<file path="src/rtl/rx_addr_filter_if.sv">
// Byte-stream, comparator and result signals of rx_addr_filter, bundled for the port list.
// The filter sits on the slave modport; the upstream byte source and sinks use master.
interface rx_addr_filter_if #(
    parameter int ADDR_BYTES = 2
);
    // Handshake: i_Byte is consumed in every cycle where i_Byte_Valid=1. There is
    // no ready/backpressure, and each o_*_Valid or pulse output lasts exactly one cycle.
    logic [8*ADDR_BYTES-1:0] i_Addr;
    logic                    i_Start;
    logic [7:0]              i_Byte;
    logic                    i_Byte_Valid;
    logic [7:0]              o_Cmp_Data1;
    logic [7:0]              o_Cmp_Data2;
    logic                    i_Cmp_Equal;
    logic [7:0]              o_Payload;
    logic                    o_Payload_Valid;
    logic                    o_Match;
    logic                    o_Drop;
    logic                    o_Done;
    logic                    o_Busy;
    logic [1:0]              o_Dbg_State;

    modport slave (
        input  i_Addr, i_Start, i_Byte, i_Byte_Valid, i_Cmp_Equal,
        output o_Cmp_Data1, o_Cmp_Data2, o_Payload, o_Payload_Valid,
               o_Match, o_Drop, o_Done, o_Busy, o_Dbg_State
    );

    modport master (
        output i_Addr, i_Start, i_Byte, i_Byte_Valid, i_Cmp_Equal,
        input  o_Cmp_Data1, o_Cmp_Data2, o_Payload, o_Payload_Valid,
               o_Match, o_Drop, o_Done, o_Busy, o_Dbg_State
    );
endinterface

</file>
<file path="src/rtl/rx_addr_filter.sv">
// Header address filter for nRF RX packets: walks an external comparator over the
// header bytes, then forwards the payload of matching packets and discards the rest.
module rx_addr_filter #(
    parameter int ADDR_BYTES = 2,
    parameter int PKT_BYTES  = 10
) (
    input  logic            i_Clk,
    input  logic            i_Rst_n,
    rx_addr_filter_if.slave bus
);
    localparam int CNT_W = $clog2(PKT_BYTES);
    localparam logic [CNT_W-1:0] LAST_HDR = CNT_W'(ADDR_BYTES - 1);
    localparam logic [CNT_W-1:0] LAST_PKT = CNT_W'(PKT_BYTES - 1);

    typedef enum logic [1:0] {IDLE, HDR, PAY, DISC} state_t;

    state_t                  state, state_n;
    logic [CNT_W-1:0]        cnt, cnt_n;
    logic                    mis, mis_n, mis_now;
    logic [8*ADDR_BYTES-1:0] addr_q, addr_n;
    logic [7:0]              payload, payload_n;
    logic                    pv, pv_n, match, match_n, drop, drop_n;
    logic                    done, done_n, busy, busy_n;
    logic [7:0]              cmp_data1, cmp_data2;

    // Header byte 0 is the most significant byte of the latched address.
    always_comb begin
        cmp_data1 = 8'h00;
        cmp_data2 = 8'h00;
        if (state == HDR) begin
            cmp_data1 = bus.i_Byte;
            for (int k = 0; k < ADDR_BYTES; k++) begin
                if (cnt == CNT_W'(k)) cmp_data2 = addr_q[8*(ADDR_BYTES-1-k) +: 8];
            end
        end
    end

    always_comb begin
        state_n   = state;
        cnt_n     = cnt;
        mis_n     = mis;
        addr_n    = addr_q;
        payload_n = payload;
        pv_n      = 1'b0;
        match_n   = 1'b0;
        drop_n    = 1'b0;
        done_n    = 1'b0;
        busy_n    = busy;
        mis_now   = mis | ~bus.i_Cmp_Equal;
        // A start pulse restarts from any state and swallows a coincident byte.
        if (bus.i_Start) begin
            addr_n  = bus.i_Addr;
            cnt_n   = '0;
            mis_n   = 1'b0;
            state_n = HDR;
            busy_n  = 1'b1;
        end else if (bus.i_Byte_Valid) begin
            unique case (state)
                IDLE: ;
                HDR: begin
                    cnt_n = cnt + CNT_W'(1);
                    mis_n = mis_now;
                    if (cnt == LAST_HDR) begin
                        match_n = ~mis_now;
                        drop_n  = mis_now;
                        state_n = mis_now ? DISC : PAY;
                    end
                end
                PAY, DISC: begin
                    cnt_n = cnt + CNT_W'(1);
                    if (state == PAY) begin
                        payload_n = bus.i_Byte;
                        pv_n      = 1'b1;
                    end
                    if (cnt == LAST_PKT) begin
                        done_n  = 1'b1;
                        busy_n  = 1'b0;
                        cnt_n   = '0;
                        state_n = IDLE;
                    end
                end
                default: ;
            endcase
        end
    end

    always_ff @(posedge i_Clk or negedge i_Rst_n) begin
        if (!i_Rst_n) begin
            state   <= IDLE;
            cnt     <= '0;
            mis     <= 1'b0;
            addr_q  <= '0;
            payload <= 8'h00;
            pv      <= 1'b0;
            match   <= 1'b0;
            drop    <= 1'b0;
            done    <= 1'b0;
            busy    <= 1'b0;
        end else begin
            state   <= state_n;
            cnt     <= cnt_n;
            mis     <= mis_n;
            addr_q  <= addr_n;
            payload <= payload_n;
            pv      <= pv_n;
            match   <= match_n;
            drop    <= drop_n;
            done    <= done_n;
            busy    <= busy_n;
        end
    end

    assign bus.o_Cmp_Data1     = cmp_data1;
    assign bus.o_Cmp_Data2     = cmp_data2;
    assign bus.o_Payload       = payload;
    assign bus.o_Payload_Valid = pv;
    assign bus.o_Match         = match;
    assign bus.o_Drop          = drop;
    assign bus.o_Done          = done;
    assign bus.o_Busy          = busy;
    assign bus.o_Dbg_State     = state;
endmodule
</file>
<file path="src/flat_wrapper.sv">
// flat-port wrapper written by rule: the top's interface ports become plain ports
module rx_addr_filter_flat 
#(
    parameter int ADDR_BYTES = 2,
    parameter int PKT_BYTES  = 10
)
  (i_Clk, i_Rst_n, bus_i_Addr, bus_i_Start, bus_i_Byte, bus_i_Byte_Valid, bus_i_Cmp_Equal, bus_o_Cmp_Data1, bus_o_Cmp_Data2, bus_o_Payload, bus_o_Payload_Valid, bus_o_Match, bus_o_Drop, bus_o_Done, bus_o_Busy, bus_o_Dbg_State);
  rx_addr_filter_if #(.ADDR_BYTES(ADDR_BYTES)) bus_i ();
  input  logic i_Clk;
  input  logic i_Rst_n;
  input wire logic [$bits(bus_i.i_Addr)-1:0] bus_i_Addr;
  input wire logic [$bits(bus_i.i_Start)-1:0] bus_i_Start;
  input wire logic [$bits(bus_i.i_Byte)-1:0] bus_i_Byte;
  input wire logic [$bits(bus_i.i_Byte_Valid)-1:0] bus_i_Byte_Valid;
  input wire logic [$bits(bus_i.i_Cmp_Equal)-1:0] bus_i_Cmp_Equal;
  output wire logic [$bits(bus_i.o_Cmp_Data1)-1:0] bus_o_Cmp_Data1;
  output wire logic [$bits(bus_i.o_Cmp_Data2)-1:0] bus_o_Cmp_Data2;
  output wire logic [$bits(bus_i.o_Payload)-1:0] bus_o_Payload;
  output wire logic [$bits(bus_i.o_Payload_Valid)-1:0] bus_o_Payload_Valid;
  output wire logic [$bits(bus_i.o_Match)-1:0] bus_o_Match;
  output wire logic [$bits(bus_i.o_Drop)-1:0] bus_o_Drop;
  output wire logic [$bits(bus_i.o_Done)-1:0] bus_o_Done;
  output wire logic [$bits(bus_i.o_Busy)-1:0] bus_o_Busy;
  output wire logic [$bits(bus_i.o_Dbg_State)-1:0] bus_o_Dbg_State;
  assign bus_i.i_Addr = bus_i_Addr;
  assign bus_i.i_Start = bus_i_Start;
  assign bus_i.i_Byte = bus_i_Byte;
  assign bus_i.i_Byte_Valid = bus_i_Byte_Valid;
  assign bus_i.i_Cmp_Equal = bus_i_Cmp_Equal;
  assign bus_o_Cmp_Data1 = bus_i.o_Cmp_Data1;
  assign bus_o_Cmp_Data2 = bus_i.o_Cmp_Data2;
  assign bus_o_Payload = bus_i.o_Payload;
  assign bus_o_Payload_Valid = bus_i.o_Payload_Valid;
  assign bus_o_Match = bus_i.o_Match;
  assign bus_o_Drop = bus_i.o_Drop;
  assign bus_o_Done = bus_i.o_Done;
  assign bus_o_Busy = bus_i.o_Busy;
  assign bus_o_Dbg_State = bus_i.o_Dbg_State;
  rx_addr_filter #(.ADDR_BYTES(ADDR_BYTES), .PKT_BYTES(PKT_BYTES)) u_core (.i_Clk(i_Clk), .i_Rst_n(i_Rst_n), .bus(bus_i));
endmodule
</file>
<file path="config.mk">
export PLATFORM = sky130hd
export DESIGN_NAME = rx_addr_filter_flat
export DESIGN_NICKNAME = d
export VERILOG_FILES = /design/src/rtl/rx_addr_filter_if.sv /design/src/rtl/rx_addr_filter.sv /design/src/flat_wrapper.sv
export SDC_FILE = /design/constraint.sdc
export NUM_CORES = 1
export LEC_CHECK = 0
export ABC_CLOCK_PERIOD_IN_PS = 2400
export BUFFER_PORTS_ARGS = -buffer_cell sky130_fd_sc_hd__buf_2
export CAP_MARGIN = 5
export CORE_MARGIN = 2
export CORE_UTILIZATION = 36
export CTS_BUF_LIST = sky130_fd_sc_hd__clkbuf_4 sky130_fd_sc_hd__clkbuf_8 sky130_fd_sc_hd__clkbuf_16
export DETAILED_ROUTE_END_ITERATION = 7
export HOLD_SLACK_MARGIN = 0.08
export SLEW_MARGIN = 0
export SYNTH_ARGS = -nofsm -noshare
export SYNTH_HDL_FRONTEND = slang
export SYNTH_SLANG_ARGS = --single-unit
</file>
<file path="constraint.sdc">
create_clock -name i_Clk -period 2.4 [get_ports i_Clk]
set_input_delay 0.12 -clock i_Clk [delete_from_list [all_inputs] [get_ports i_Clk]]
set_output_delay 0.12 -clock i_Clk [all_outputs]
set_load 0.05 [all_outputs]
</file>
==> flow_summary.html, run 1 <==
<table>
<tr><th>Metric</th><th>Value</th></tr>
<tr><th colspan="2">Run status</th></tr>
<tr><td>Status</td><td>complete, no violations</td></tr>
<tr><th colspan="2">Detailed routing</th></tr>
<tr><td>Number of antenna-violating nets in the routed design</td><td>0</td></tr>
<tr><td>Per-cell via count in the routed design</td><td>5.07</td></tr>
<tr><td>Violation count after the first detailed-route iteration</td><td>36</td></tr>
<tr><td>Detailed-route wire length per cell</td><td>13.9 um</td></tr>
<tr><td>DR vias</td><td>1,373</td></tr>
<tr><td>Wire length after detailed routing</td><td>3770 um</td></tr>
<tr><td>Post-route DRC violation count</td><td>0</td></tr>
<tr><td>1st-pass router iterations</td><td>4</td></tr>
<tr><th colspan="2">Yosys</th></tr>
<tr><td>Cell count after synthesis</td><td>134</td></tr>
<tr><td>Number of synthesized flops with an enable pin</td><td>0</td></tr>
<tr><td>Seq/Total Area, Yosys</td><td>0.532</td></tr>
<tr><td>Async set or reset register ratio after synthesis</td><td>1.00</td></tr>
<tr><td>Post-Syn Nets</td><td>166</td></tr>
<tr><td>Area of the mapped netlist</td><td>1690 um2</td></tr>
<tr><td>Dominant cell by count in the synthesized netlist</td><td>sky130_fd_sc_hd__dfrtp_1</td></tr>
<tr><td>Yosys warning count</td><td>0</td></tr>
<tr><td>Netlist cell types</td><td>37</td></tr>
<tr><td>Proportion of netlist area held by the largest area contributor</td><td>0.532</td></tr>
<tr><td>Top cell type by total area after synthesis</td><td>sky130_fd_sc_hd__dfrtp_1</td></tr>
<tr><td>Leading cell types by count after synthesis</td><td>sky130_fd_sc_hd__dfrtp_1 (36), sky130_fd_sc_hd__mux2_2 (14), sky130_fd_sc_hd__nor2_1 (11)</td></tr>
<tr><td>Predominant post-synthesis flop cell</td><td>sky130_fd_sc_hd__dfrtp_1</td></tr>
<tr><td>Mean instance size in the synthesized netlist</td><td>12.6 um2</td></tr>
<tr><td>Top cells by area, synth</td><td>sky130_fd_sc_hd__dfrtp_1 (53%), sky130_fd_sc_hd__mux2_2 (9.3%), sky130_fd_sc_hd__mux2_1 (6.6%)</td></tr>
<tr><td>Seq cells post-synth</td><td>36</td></tr>
<tr><th colspan="2">Critical path</th></tr>
<tr><td>Slowest-stage cell, CP</td><td>sky130_fd_sc_hd__nor4b_4</td></tr>
<tr><td>Stage delay of the slowest cell on the critical path</td><td>490 ps</td></tr>
<tr><td>Crit. End Element</td><td>output port</td></tr>
<tr><td>Max Fanout on Critical Path</td><td>8</td></tr>
<tr><td>Cell Chain, Critical Path</td><td>inv_1, ha_1, nor4b_4, a22oi_1, nor2_1, buf_2</td></tr>
<tr><td>Worst Path Required</td><td>2280 ps</td></tr>
<tr><td>Worst setup SP type</td><td>flip-flop</td></tr>
<tr><td>Critical path class</td><td>reg2out</td></tr>
<tr><td>Arrival time of the worst setup path</td><td>2080 ps</td></tr>
<tr><th colspan="2">Floorplanning</th></tr>
<tr><td>Std-Cell Core Area</td><td>4440 um2</td></tr>
<tr><td>Row count</td><td>24</td></tr>
<tr><td>Die width</td><td>72.6 um</td></tr>
<tr><td>Boundary Pins</td><td>60</td></tr>
<tr><td>Die ar.</td><td>5270 um2</td></tr>
<tr><td>Starting Density</td><td>0.381</td></tr>
<tr><td>Vertical die dimension</td><td>72.6 um</td></tr>
<tr><th colspan="2">Placed design</th></tr>
<tr><td>Routability Congestion</td><td>0.795</td></tr>
<tr><td>Number of buffer cells added on primary ports</td><td>59</td></tr>
<tr><td>HPWL Detailed</td><td>2560 um</td></tr>
<tr><th colspan="2">Timing</th></tr>
<tr><td>Final Hold Violating Endpoints</td><td>0</td></tr>
<tr><td>Final Hold Slack</td><td>157 ps</td></tr>
<tr><td>Fmax</td><td>455 MHz</td></tr>
<tr><td>Shortest clock period the worst path allows after layout</td><td>2200 ps</td></tr>
<tr><td>Slew Limit Headroom</td><td>0.468</td></tr>
<tr><td>Final count of pins violating max slew</td><td>0</td></tr>
<tr><td>Setup skew after layout</td><td>2.20 ps</td></tr>
<tr><td>Unrepaired setup endpoints after global routing</td><td>false</td></tr>
<tr><td>Crit share post-route</td><td>0.915</td></tr>
<tr><td>Total Neg Setup Slack</td><td>0 ps</td></tr>
<tr><td>Transition time at the pin with the least slew margin</td><td>798 ps</td></tr>
<tr><td>Number of failing setup endpoints in the final timing report</td><td>0</td></tr>
<tr><th colspan="2">Global routing</th></tr>
<tr><td>Global router's overall resource usage</td><td>0.156</td></tr>
<tr><td>Largest net degree at the start of global routing</td><td>37</td></tr>
<tr><td>Number of global-route vias before repair</td><td>1,481</td></tr>
<tr><td>Antenna violations before repair</td><td>0</td></tr>
<tr><td>Sum of overflow across all layers after global routing</td><td>0</td></tr>
<tr><td>Global-route wire length before repair</td><td>6310 um</td></tr>
<tr><th colspan="2">Final layout</th></tr>
<tr><td>Layout overhead on the synthesized area</td><td>39.3%</td></tr>
<tr><td>Multi-input gate area in the final layout</td><td>733 um2</td></tr>
<tr><td>Ratio of cells with drive above 1 in the final layout</td><td>0.402</td></tr>
<tr><td>Number of inserted filler cells in the final layout</td><td>386</td></tr>
<tr><td>Total number of nets in the final design</td><td>250</td></tr>
<tr><td>Post-layout util</td><td>0.531</td></tr>
<tr><td>Area occupied by registers</td><td>901 um2</td></tr>
<tr><td>Antenna Cells</td><td>0</td></tr>
<tr><th colspan="2">Clock network</th></tr>
<tr><td>CTS Root Buffer Type</td><td>sky130_fd_sc_hd__clkbuf_8</td></tr>
<tr><td>H-tree depth reported by CTS</td><td>2</td></tr>
<tr><td>Number of buffers created by CTS</td><td>5</td></tr>
<tr><td>Num Clock Sinks</td><td>36</td></tr>
<tr><td>Count of buffers added by post-CTS timing repair for setup</td><td>0</td></tr>
<tr><td>CTS tree</td><td>done</td></tr>
<tr><td>Clk_lat worst skew</td><td>280 ps</td></tr>
<tr><td>Maximum count of clock buffers along a single path</td><td>2</td></tr>
<tr><td>Clock-pin slew reported for the worst setup and hold paths after clock tree synthesis</td><td>70 ps</td></tr>
<tr><th colspan="2">Pwr</th></tr>
<tr><td>Worst vdd rail ir drop</td><td>0.000402 V</td></tr>
<tr><td>Final total power</td><td>1.79 mW</td></tr>
<tr><td>Power density over the cells</td><td>759 nW/um2</td></tr>
<tr><td>Leakage power total</td><td>1.16 nW</td></tr>
<tr><th colspan="2">Run</th></tr>
<tr><td>Number of violations of the max-capacitance limit</td><td>0</td></tr>
<tr><th colspan="2">Hold path</th></tr>
<tr><td>Hold Path Class</td><td>in2reg</td></tr>
</table>
## where the power goes
group / internal [mW] / switching, mW
clock: 0.229 / 0.205
sequential: 0.684 / 0.0430
combinational: 0.195 / 0.435
total: 1.11 / 0.683
## through the flow
| step | cell area (um2) | std cells | worst slack (ps) |
|---|---|---|---|
| 3_5_place_dp | 2020 | 238 | 434 |
| 3_3_place_gp | 2020 | 238 | 566 |
| 5_1_grt | 2360 | 271 | 6.99 |
| 4_1_cts | 2360 | 271 | 108 |
| 2_1_floorplan | 1690 | 134 | 405 |
| 6_report | 2360 | 271 | 204 |
## layout by cell type (no fill, tap or decap), types with 2 or more instances in the layout
cell,netlist,layout
sky130_fd_sc_hd__a211oi_1,2,2
sky130_fd_sc_hd__and2_1,8,8
sky130_fd_sc_hd__clkinv_2,0,2
sky130_fd_sc_hd__mux2_1,10,10
sky130_fd_sc_hd__nand2b_1,2,2
sky130_fd_sc_hd__nor3_1,2,2
sky130_fd_sc_hd__dlygate4sd3_1,0,25
sky130_fd_sc_hd__a22oi_1,8,8
sky130_fd_sc_hd__mux2_2,14,14
sky130_fd_sc_hd__clkbuf_8,0,6
sky130_fd_sc_hd__nor2_1,11,11
sky130_fd_sc_hd__nand3_1,2,2
sky130_fd_sc_hd__buf_2,6,59
sky130_fd_sc_hd__inv_1,4,4
sky130_fd_sc_hd__dfrtp_1,36,36
sky130_fd_sc_hd__ha_1,3,3
sky130_fd_sc_hd__a211o_1,2,2
## what timing repair did
item                       in CTS  in global routing
hold endpoints to repair       60                  0
setup endpoints to repair       0                  4
gates resized for setup         0                  0
hold buffers                   25                  0
## routing by layer
| layer | global-route usage | vias up | wire length, um |
|---|---|---|---|
| met1 | 0.152 | 663 | 1540 |
| met2 | 0.303 | 57 | 1910 |
| met3 | 0.0566 | 7 | 275 |
| met5 | 0 | - | 0 |
| met4 | 0.0432 | 0 | 46 |
| li1 | - | 646 | - |
## final cells by class
type                            count  share of cell area
Multi-Input combinational cell     86               0.311
Inverter                            4             0.00636
Timing Repair Buffer               85               0.234
Clock buffer                        6              0.0350
Sequential cell                    36               0.382
Tap cell                           52              0.0276
Clock inverter                      2             0.00424
## flip-flops by register name, indices dropped and copies added (netlist names)
| register | cells |
|---|---|
| u_core.bus.o_Payload | 8 |
| u_core.bus.o_Match | 1 |
| u_core.addr_q | 16 |
| u_core.bus.o_Busy | 1 |
| u_core.mis | 1 |
| u_core.bus.o_Done | 1 |
| u_core.bus.o_Dbg_State | 2 |
| u_core.bus.o_Drop | 1 |
| u_core.cnt | 4 |
| u_core.bus.o_Payload_Valid | 1 |
## final timing paths
check / from / endpoint / slack (ps) / cells past startpoint
max: u_core.cnt[1] / bus_o_Cmp_Data2[0] / 200 / 6
min: bus_i_Byte_Valid / u_core.bus.o_Match / 160 / 3
max reg2reg: u_core.cnt[1] / u_core.bus.o_Dbg_State[0] / 780 / 6
min reg2reg: u_core.bus.o_Busy / u_core.bus.o_Busy / 470 / 1
max in group asynchronous: i_Rst_n / u_core.addr_q[4] / 1440 / 2
min in group asynchronous: i_Rst_n / u_core.bus.o_Payload[0] / 460 / 2
## worst max-delay path: cells and delay by family (launching register included)
kind,cells,cell delay [ps]
buffers and inverters,2,360
and+or+nand+nor,2,600
AOI/OAI and AO/OA,1,190
adders and majority gates,1,240
DFF,1,400
## cells by family (layout without fill, tap and decap cells)
logic type                 Yosys count  after routing  share of synthesized area
and+or+nand+nor                     37             37                      0.146
adders and majority gates            3              3                     0.0222
muxes                               25             25                      0.168
DFF                                 36             36                      0.532
AOI/OAI and AO/OA                   21             21                     0.0960
buffers and inverters               12             97                     0.0354
Note: power is estimated with default switching activity, not from simulation.
==> run 2: changes to the inputs <==
--- a/config.mk
+++ b/config.mk
@@ -5,10 +5,10 @@
 export SDC_FILE = /design/constraint.sdc
 export NUM_CORES = 1
 export LEC_CHECK = 0
-export ABC_CLOCK_PERIOD_IN_PS = 2400
+export ABC_CLOCK_PERIOD_IN_PS = 2100
 export BUFFER_PORTS_ARGS = -buffer_cell sky130_fd_sc_hd__buf_2
 export CAP_MARGIN = 5
-export CORE_MARGIN = 2
+export CORE_MARGIN = 8
 export CORE_UTILIZATION = 36
 export CTS_BUF_LIST = sky130_fd_sc_hd__clkbuf_4 sky130_fd_sc_hd__clkbuf_8 sky130_fd_sc_hd__clkbuf_16
 export DETAILED_ROUTE_END_ITERATION = 7
==> constraint.sdc (replaced) <==
create_clock -name i_Clk -period 2.1 [get_ports i_Clk]
set_input_delay 0.105 -clock i_Clk [delete_from_list [all_inputs] [get_ports i_Clk]]
set_output_delay 0.105 -clock i_Clk [all_outputs]
set_load 0.05 [all_outputs]
==> run 2 against run 1 <==
- non-clock buffer count rose by 6
- clock-buffer cell count rose by 2
- sequential cell count did not move
- cell area rose by 3.3%
- register-to-register slack got worse by 240 ps
- highest routed layer unchanged
- largest power group unchanged
- total power rose by 19%
- hold slack got worse by 29 ps
- via count rose by 2.1%
==> flow_summary.html, run 2 (synthesis results as in run 1) <==
<table>
<tr><th>Metric</th><th>Value</th></tr>
<tr><th colspan="2">Placed design</th></tr>
<tr><td>Cell area reported after detailed placement</td><td>2040 um2 (was 2020 um2)</td></tr>
<tr><td>Routability Congestion</td><td>0.801 (was 0.795)</td></tr>
<tr><td>Number of buffer cells added on primary ports</td><td>59 (unchanged)</td></tr>
<tr><td>Worst slack at placement</td><td>208 ps (was 434 ps)</td></tr>
<tr><td>Inst Count DP</td><td>243 (was 238)</td></tr>
<tr><td>HPWL Detailed</td><td>2970 um (was 2560 um)</td></tr>
<tr><th colspan="2">Critical path</th></tr>
<tr><td>Crit. End Element</td><td>output port (unchanged)</td></tr>
<tr><td>Count of cells along the worst register-to-register path</td><td>6 (unchanged)</td></tr>
<tr><td>Worst reg2reg setup slack</td><td>540 ps (was 780 ps)</td></tr>
<tr><td>Critical path class</td><td>reg2out (unchanged)</td></tr>
<tr><td>Worst setup SP type</td><td>flip-flop (unchanged)</td></tr>
<tr><td>Worst Path Required</td><td>2000 ps (was 2280 ps)</td></tr>
<tr><td>Arrival time of the worst setup path</td><td>1890 ps (was 2080 ps)</td></tr>
<tr><td>Max Fanout on Critical Path</td><td>12 (was 8)</td></tr>
<tr><th colspan="2">Clock network</th></tr>
<tr><td>Num Clock Sinks</td><td>36 (unchanged)</td></tr>
<tr><td>Maximum count of clock buffers along a single path</td><td>2 (unchanged)</td></tr>
<tr><td>CTS tree</td><td>done (unchanged)</td></tr>
<tr><td>Clk_lat worst skew</td><td>290 ps (was 280 ps)</td></tr>
<tr><td>Number of buffers created by CTS</td><td>5 (unchanged)</td></tr>
<tr><td>Clock-pin slew reported for the worst setup and hold paths after clock tree synthesis</td><td>70 ps (about the same)</td></tr>
<tr><td>H-tree depth reported by CTS</td><td>2 (unchanged)</td></tr>
<tr><td>CTS Root Buffer Type</td><td>sky130_fd_sc_hd__clkbuf_8 (unchanged)</td></tr>
<tr><th colspan="2">Detailed routing</th></tr>
<tr><td>Number of antenna-violating nets in the routed design</td><td>0 (unchanged)</td></tr>
<tr><td>Detailed-route wire length per cell</td><td>15.3 um (was 13.9 um)</td></tr>
<tr><td>DR vias</td><td>1,402 (was 1,373)</td></tr>
<tr><td>Violation count after the first detailed-route iteration</td><td>74 (was 36)</td></tr>
<tr><td>1st-pass router iterations</td><td>4 (unchanged)</td></tr>
<tr><td>Per-cell via count in the routed design</td><td>5.03 (was 5.07)</td></tr>
<tr><td>Wire length after detailed routing</td><td>4270 um (was 3770 um)</td></tr>
<tr><td>Post-route DRC violation count</td><td>0 (unchanged)</td></tr>
<tr><th colspan="2">Final layout</th></tr>
<tr><td>Post-layout util</td><td>0.527 (was 0.531)</td></tr>
<tr><td>Number of inserted filler cells in the final layout</td><td>386 (unchanged)</td></tr>
<tr><td>Most flop-heavy register</td><td>u_core.addr_q (unchanged)</td></tr>
<tr><td>Layout overhead on the synthesized area</td><td>43.9% (was 39.3%)</td></tr>
<tr><td>Final Instance Area</td><td>2440 um2 (was 2360 um2)</td></tr>
<tr><td>Total number of nets in the final design</td><td>256 (was 250)</td></tr>
<tr><td>Largest register FFs</td><td>16 (unchanged)</td></tr>
<tr><td>Ratio of cells with drive above 1 in the final layout</td><td>0.422 (was 0.402)</td></tr>
<tr><td>Final standard cell count with taps included and fillers excluded</td><td>279 (was 271)</td></tr>
<tr><td>Antenna Cells</td><td>0 (unchanged)</td></tr>
<tr><td>Highest-count cells in the layout ignoring fill and taps</td><td>sky130_fd_sc_hd__buf_2 (51), sky130_fd_sc_hd__dfrtp_1 (36), sky130_fd_sc_hd__dlygate4sd3_1 (25), sky130_fd_sc_hd__mux2_2 (14), sky130_fd_sc_hd__nor2_1 (11) (was sky130_fd_sc_hd__buf_2 (59), sky130_fd_sc_hd__dfrtp_1 (36), sky130_fd_sc_hd__dlygate4sd3_1 (25), sky130_fd_sc_hd__mux2_2 (14), sky130_fd_sc_hd__nor2_1 (11))</td></tr>
<tr><td>Most frequent standard cell in the layout excluding fill and tap cells</td><td>sky130_fd_sc_hd__buf_2 (unchanged)</td></tr>
<tr><th colspan="2">Pwr</th></tr>
<tr><td>Combinational share of power</td><td>0.359 (was 0.352)</td></tr>
<tr><td>Worst vdd rail ir drop</td><td>0.000452 V (was 0.000402 V)</td></tr>
<tr><td>Leakage power total</td><td>1.19 nW (was 1.16 nW)</td></tr>
<tr><td>Clk pwr share</td><td>0.248 (was 0.242)</td></tr>
<tr><td>Final total power</td><td>2.12 mW (was 1.79 mW)</td></tr>
<tr><td>Switching part of the total power</td><td>0.373 (was 0.381)</td></tr>
<tr><td>Switching power summed over all nets</td><td>791 uW (was 683 uW)</td></tr>
<tr><td>Internal power of the cells</td><td>1.33 mW (was 1.11 mW)</td></tr>
<tr><td>Sequential share of power</td><td>0.392 (was 0.406)</td></tr>
<tr><td>Power density over the cells</td><td>870 nW/um2 (was 759 nW/um2)</td></tr>
<tr><th colspan="2">Timing</th></tr>
<tr><td>Crit share post-route</td><td>0.952</td></tr>
<tr><td>Transition time at the pin with the least slew margin</td><td>806 ps (was 798 ps)</td></tr>
<tr><td>Slew Limit Headroom</td><td>0.462 (was 0.468)</td></tr>
<tr><td>Setup skew after layout</td><td>5.55 ps (was 2.20 ps)</td></tr>
<tr><td>Fmax</td><td>500 MHz</td></tr>
<tr><td>Final Worst Setup Slack</td><td>101 ps (was 204 ps)</td></tr>
<tr><td>Final Hold Slack</td><td>128 ps (was 157 ps)</td></tr>
<tr><td>Final count of pins violating max slew</td><td>0 (unchanged)</td></tr>
<tr><td>Shortest clock period the worst path allows after layout</td><td>2000 ps</td></tr>
<tr><td>Total Neg Setup Slack</td><td>0 ps (unchanged)</td></tr>
<tr><td>Number of failing setup endpoints in the final timing report</td><td>0 (unchanged)</td></tr>
<tr><td>Final Hold Violating Endpoints</td><td>0 (unchanged)</td></tr>
<tr><th colspan="2">Global routing</th></tr>
<tr><td>Largest net degree at the start of global routing</td><td>37 (unchanged)</td></tr>
<tr><td>Number of global-route vias before repair</td><td>1,542 (was 1,481)</td></tr>
<tr><td>Antenna violations before repair</td><td>0 (unchanged)</td></tr>
<tr><td>Global-route wire length before repair</td><td>7380 um (was 6310 um)</td></tr>
<tr><td>Global router's overall resource usage</td><td>0.127 (was 0.156)</td></tr>
<tr><td>Sum of overflow across all layers after global routing</td><td>0 (unchanged)</td></tr>
<tr><th colspan="2">Floorplanning</th></tr>
<tr><td>Vertical die dimension</td><td>84.6 um (was 72.6 um)</td></tr>
<tr><td>Die ar.</td><td>7160 um2 (was 5270 um2)</td></tr>
<tr><td>Starting Density</td><td>0.366 (was 0.381)</td></tr>
<tr><td>Std-Cell Core Area</td><td>4630 um2 (was 4440 um2)</td></tr>
<tr><td>Boundary Pins</td><td>60 (unchanged)</td></tr>
<tr><td>Row count</td><td>25 (was 24)</td></tr>
<tr><td>Die width</td><td>84.6 um (was 72.6 um)</td></tr>
<tr><th colspan="2">Hold path</th></tr>
<tr><td>Hold Path Class</td><td>in2reg (unchanged)</td></tr>
<tr><td>Number of instances on the worst hold path</td><td>3 (unchanged)</td></tr>
<tr><th colspan="2">Run</th></tr>
<tr><td>Number of violations of the max-capacitance limit</td><td>0 (unchanged)</td></tr>
<tr><th colspan="2">Run status</th></tr>
<tr><td>Status</td><td>complete, no violations (unchanged)</td></tr>
</table>
==> run 2: cell type report <==
cell class | count | area (um2) | share of cell area
well taps | 54 | 67.6 | 0.0277
flip-flops and latches | 36 | 901 | 0.369
repair buffers | 91 | 622 | 0.255
clock buffers | 8 | 97.6 | 0.0400
inverters | 4 | 15.0 | 0.00616
multi-input cells | 86 | 736 | 0.302
==> run 2: what timing repair did <==
| item | in CTS | in global routing |
|---|---|---|
| pin swaps | 1 | 2 |
| endpoints found under the setup margin | 8 | 8 |
| hold endpoints to repair | 60 | 0 |
| buffers inserted | 2 | 1 |
| hold buffers | 25 | 0 |
| resized for setup | 0 | 12 |
==> run 2: power by group through the flow <==
stage               clock, mW  combinational [mW]  sequential [mW]
floorplan                   0               0.334             1.02
global placement            0               0.690            0.838
detailed placement          0               0.702            0.846
CTS                     0.546               0.751            0.833
global route            0.590               0.813            0.843
finish                  0.527               0.763            0.833
==> run 2: worst max-delay path: stages, from the launching register on <==
cell and delay, ps:
sky130_fd_sc_hd__dfrtp_1 410, sky130_fd_sc_hd__inv_1 90, sky130_fd_sc_hd__ha_2 230, sky130_fd_sc_hd__nor3b_2 170, sky130_fd_sc_hd__buf_4 210, sky130_fd_sc_hd__a22oi_1 90
sky130_fd_sc_hd__nor2_1 150, sky130_fd_sc_hd__clkbuf_4 260
==> run 2: worst paths after layout <==
path	startpoint	end
setup / recovery	u_core.cnt[1]	bus_o_Cmp_Data2[7]
hold / removal	bus_i_Byte_Valid	u_core.bus.o_Match
setup reg to reg	u_core.cnt[1]	u_core.bus.o_Dbg_State[0]
hold reg to reg	u_core.bus.o_Busy	u_core.bus.o_Busy
max in group asynchronous	i_Rst_n	u_core.addr_q[5]
min in group asynchronous	i_Rst_n	u_core.bus.o_Payload[3]
==> run 2: routing by layer <==
metal / GRT usage / share of wire / vias up
met5: 0 / 0 / -
met4: 0.0437 / 0.017 / 0
met3: 0.0644 / 0.10 / 7
met2: 0.205 / 0.46 / 56
met1: 0.142 / 0.42 / 676
li1: - / - / 663
